<file path="config.mk">
export PLATFORM = sky130hd
export DESIGN_NAME = imm_extend_pipe
export DESIGN_NICKNAME = d
export VERILOG_FILES = /design/src/rtl/imm_pkg.sv /design/src/rtl/imm_extend_core.sv /design/src/rtl/imm_extend_pipe.sv
export SDC_FILE = /design/constraint.sdc
export NUM_CORES = 1
export LEC_CHECK = 0
export CAP_MARGIN = 20
export CORE_ASPECT_RATIO = 0.6
export CORE_MARGIN = 2
export CORE_UTILIZATION = 45
export DETAILED_ROUTE_END_ITERATION = 7
export GPL_ROUTABILITY_DRIVEN = 0
export PLACE_DENSITY = 0.75
export SLEW_MARGIN = 40
export SYNTH_ARGS = -nofsm -noshare
export SYNTH_HDL_FRONTEND = slang
export SYNTH_HIERARCHICAL = 1
export SYNTH_SLANG_ARGS = --single-unit
</file>
<file path="constraint.sdc">
create_clock -name clk -period 2.16 [get_ports clk]
set_input_delay 0.54 -clock clk [delete_from_list [all_inputs] [get_ports clk]]
set_output_delay 0.54 -clock clk [all_outputs]
set_load 0.1 [all_outputs]
</file>
<file path="src/rtl/imm_pkg.sv">
// Shared immediate-type selector codes for the decode-stage immediate extender.
// Imported by imm_extend_core and imm_extend_pipe.
package imm_pkg;

    typedef logic [2:0] imm_sel_t;

    localparam imm_sel_t IMM_I = 3'b000;
    localparam imm_sel_t IMM_S = 3'b001;
    localparam imm_sel_t IMM_B = 3'b010;
    localparam imm_sel_t IMM_J = 3'b011;
    localparam imm_sel_t IMM_U = 3'b100;
    localparam imm_sel_t IMM_Z = 3'b101;

endpackage

</file>
<file path="src/rtl/imm_extend_core.sv">
// Combinational RISC-V immediate extender, XLEN-parametrised.
// Build option: IMM_ZIMM_EN makes selector 101 a legal CSR zimm type.
module imm_extend_core
    import imm_pkg::*;
#(
    parameter int XLEN = 32
) (
    input  logic [31:0]     instr,
    input  imm_sel_t        immsrc,
    output logic [XLEN-1:0] immext,
    output logic            err
);

    logic               s;
    logic signed [31:0] imm32;
    logic               legal;
    logic               zimm;
    logic               unused_opcode;

    // Opcode field carries no immediate bits
    assign unused_opcode = ^instr[6:0];
    assign s = instr[31];

    // Build the 32-bit sign-extended immediate per type
    always_comb begin
        imm32 = '0;
        legal = 1'b1;
        zimm  = 1'b0;
        case (immsrc)
            IMM_I: imm32 = {{20{s}}, instr[31:20]};
            IMM_S: imm32 = {{20{s}}, instr[31:25], instr[11:7]};
            IMM_B: imm32 = {{20{s}}, instr[7], instr[30:25],
                            instr[11:8], 1'b0};
            IMM_J: imm32 = {{12{s}}, instr[19:12], instr[20],
                            instr[30:21], 1'b0};
            IMM_U: imm32 = {instr[31:12], 12'b0};
            IMM_Z: begin
`ifdef IMM_ZIMM_EN
                zimm  = 1'b1;
`else
                legal = 1'b0;
`endif
            end
            default: legal = 1'b0;
        endcase
    end

    // Widen to XLEN; zimm is zero-extended, everything else sign-extended
    always_comb begin
        immext = '0;
        err    = ~legal;
        if (zimm) begin
            immext = XLEN'(instr[19:15]);
        end else if (legal) begin
            immext = XLEN'(imm32);
        end
    end

endmodule

</file>
<file path="src/rtl/imm_extend_pipe.sv">
// Registered immediate extender with an in-order DEPTH-entry output FIFO.
// Build option: IMM_ZIMM_EN enables the CSR zimm selector (101).
module imm_extend_pipe
    import imm_pkg::*;
#(
    parameter int XLEN  = 32,
    parameter int TAG_W = 5,
    parameter int DEPTH = 2
) (
    input  logic             clk,
    input  logic             rst_n,
    input  logic             in_valid,
    output logic             in_ready,
    input  logic [31:0]      in_instr,
    input  logic [2:0]       in_immsrc,
    input  logic [TAG_W-1:0] in_tag,
    output logic             out_valid,
    input  logic             out_ready,
    output logic [XLEN-1:0]  out_immext,
    output logic [TAG_W-1:0] out_tag,
    output logic             out_err
);

    localparam int PTR_W = $clog2(DEPTH);
    localparam logic [PTR_W:0] FULL = (PTR_W + 1)'(DEPTH);

    logic [XLEN-1:0]  mem_imm [DEPTH];
    logic [TAG_W-1:0] mem_tag [DEPTH];
    logic             mem_err [DEPTH];

    logic [PTR_W-1:0] wr_ptr;
    logic [PTR_W-1:0] rd_ptr;
    logic [PTR_W:0]   count;

    logic [XLEN-1:0]  ext_imm;
    logic             ext_err;
    logic             push;
    logic             pop;

    imm_extend_core #(
        .XLEN(XLEN)
    ) u_core (
        .instr  (in_instr),
        .immsrc (imm_sel_t'(in_immsrc)),
        .immext (ext_imm),
        .err    (ext_err)
    );

    // Handshake status comes from registered count only
    always_comb begin
        in_ready  = (count != FULL);
        out_valid = (count != '0);
        push      = in_valid && in_ready;
        pop       = out_valid && out_ready;
    end

    // Head entry drives outputs; zeros while empty
    always_comb begin
        out_immext = '0;
        out_tag    = '0;
        out_err    = 1'b0;
        if (out_valid) begin
            out_immext = mem_imm[rd_ptr];
            out_tag    = mem_tag[rd_ptr];
            out_err    = mem_err[rd_ptr];
        end
    end

    // FIFO storage written at the tail on push
    always_ff @(posedge clk or negedge rst_n) begin
        if (!rst_n) begin
            for (int i = 0; i < DEPTH; i++) begin
                mem_imm[i] <= '0;
                mem_tag[i] <= '0;
                mem_err[i] <= 1'b0;
            end
        end else if (push) begin
            mem_imm[wr_ptr] <= ext_imm;
            mem_tag[wr_ptr] <= in_tag;
            mem_err[wr_ptr] <= ext_err;
        end
    end

    // Pointers wrap naturally; count tracks occupancy
    always_ff @(posedge clk or negedge rst_n) begin
        if (!rst_n) begin
            wr_ptr <= '0;
            rd_ptr <= '0;
            count  <= '0;
        end else begin
            if (push) begin
                wr_ptr <= wr_ptr + 1'b1;
            end
            if (pop) begin
                rd_ptr <= rd_ptr + 1'b1;
            end
            case ({push, pop})
                2'b10:   count <= count + 1'b1;
                2'b01:   count <= count - 1'b1;
                default: count <= count;
            endcase
        end
    end

endmodule

</file>
==> metrics.txt <==
status finished, final reports clean; GRT Util Overall 0.209; met3 WL 570 µm; R2R cell count 7; nets@finish 464; FF+latch area 0.00201 mm²; Vias/cell 5.20; post-synthesis cell type count 29; Fmax 478 MHz; H-tree levels 3; syn avg cell area 12.7 µm²; Warnings, synthesis 6; Starting Density 0.464; Mapped Area 0.00426 mm²; largest net degree at the start of global routing 48; Synth Register Bits 80; via count 2879; Ports 84; final hold vios 0; Clock transition at path regs 60 ps; die width 130 µm; input/output buffers 76; r2r startpoint count[0]$_DFFE_PN0P_; Tcrit/Tclk final 0.970; leading area contributor after synthesis dfrtp_1; Antenna Nets Post-Route 0; initial DRC count 194; clk root buf clkbuf_16; crit path kind flip-flop to output port; Worst-Skew Late Latency 340 ps; worst-path fanout max 26; Clock Skew 5.59 ps; Diodes inserted 0; fraction of layout cells with a size suffix above 1 0.474; core area 0.00919 mm²; sequential cell area fraction in the yosys report 0.470; Max Slew Vio Count 0; DRC 0; Die H 79.4 µm; first-pass iteration count of the detailed router 4; wire length on met1 4570 µm; Die ar. 0.0103 mm²; RSZ-0062 raised after global routing yes; Num CTS Buffers 9; crit path time final 2090 ps; Max Cap Viol 0; CP endpoint out_immext[24]; FP Rows 27; CP arrival 1550 ps; worst-margin pin slew 618 ps; crit end category output port; number of global-route vias before repair 2984; Layout Area Growth over Synthesis 44.9%; crit path from count[0]$_DFFE_PN0P_; final setup vio count 0; first-pass GRT wire length 16100 µm; Util after Layout 0.672; critical path required time 1620 ps; Synth area leaders dfrtp_1 47%, mux2_4 14%, mux2i_1 10%; path category of the worst min-delay check input port to async pin; Top Layer Used met4; WL final 9700 µm; top-area cell type share of the netlist area 0.470; # fillers 681; multi-input logic area 0.00224 mm²; WL met2 4480 µm; end of the worst register-to-register path count[1]$_DFFE_PN0P_; CTS tree done; R2R setup slack 550 ps; grt ovf 0; post-CTS setup buffers 0; syn_nets 381; Clock Path Buffers 2; commonest cells after routing, fill and taps aside 77 x dfrtp_1, 49 x buf_12, 44 x mux2i_1, 40 x mux2_4, 36 x mux2_2; Wirelength per Cell 17.5 µm; most common cell after layout, fill and taps aside dfrtp_1; Mapped Cells 336; hold_ws 211 ps; antenna violations before repair 0; max_slew headroom 0.588; clock sink total 80; crit start category flip-flop; hpwl dp 6990 µm
-- worst max-delay path, stage by stage (launching register included) --
cell	delay, ps
dfrtp_2	460
nor2_4	170
buf_12	260
nor2_1	120
buf_12	180
-- cells by family (layout without fill, tap and decap cells) --
kind of cell,Yosys count,in the layout,share of synthesized area
muxes,120,120,0.340
adders and majority gates,1,1,0.00294
and+or+nand+nor,65,65,0.0720
DFF,80,80,0.470
buffers and inverters,28,116,0.0496
AOI/OAI and AO/OA,36,36,0.0520
xor gates and xnor gates,6,6,0.0141
-- worst min-delay path by stage --
stage                       startpoint                 endpoint  slack [ps]  cells after the start
global placement    wr_ptr$_DFFE_PN0P_       wr_ptr$_DFFE_PN0P_         480                      1
finish                           rst_n  mem_imm[26]$_DFFE_PN0P_         210                      1
detailed placement  wr_ptr$_DFFE_PN0P_       wr_ptr$_DFFE_PN0P_         480                      1
global route                     rst_n  mem_imm[49]$_DFFE_PN0P_         260                      1
floorplan                        rst_n     count[0]$_DFFE_PN0P_         240                      0
CTS                              rst_n  mem_imm[49]$_DFFE_PN0P_         230                      1
-- cell type report --
cell class	count	area share
multi-input cells	228	0.363
flip-flops and latches	80	0.325
repair buffers	99	0.235
clock buffers	10	0.0387
well taps	130	0.0264
clock inverters	6	0.0120
inverters	1	0.000608
-- timing repair --
item / CTS / global route
endpoints found under the setup margin: 1 / 7
hold buffers: 0 / 0
resized for setup: 1 / 3
endpoints found under the hold margin: 0 / 0
-- state kept, by name (all words and copies together), names as in the netlist --
name,count
mem_imm,64
mem_tag,10
count,2
mem_err,2
rd_ptr,1
wr_ptr,1
-- metal layers --
layer / vias up / global-route usage
li1: 1343 / -
met1: 1439 / 0.288
met2: 90 / 0.321
met3: 7 / 0.0597
met4: 0 / 0.0613
met5: - / 0
-- Yosys cell counts, drive strengths merged --
cell type,count
dfrtp,80
and3b,1
and2,3
nor3,1
nand2,1
mux2,76
a21oi,16
a21o,10
clkbuf,6
inv,1
xnor2,3
nand2b,1
and3,1
buf,21
xor2,3
mux2i,44
nor2b,11
o22ai,8
nor2,46
a211oi,1
ha,1
a31o,1
-- metrics by stage --
step	setup TNS, ps	setup WS [ps]	instance area, µm²	instances
floorplan	-1780	-404	4440	336
global placement	-2760	-121	5850	538
detailed placement	-4360	-185	5850	538
CTS	0	14.1	6160	554
global route	-13.6	-8.02	6170	554
finish	0	65.8	6170	554
Power is not shown: default switching activity piles up to over one toggle a cycle in this logic, so the estimate is an artifact.
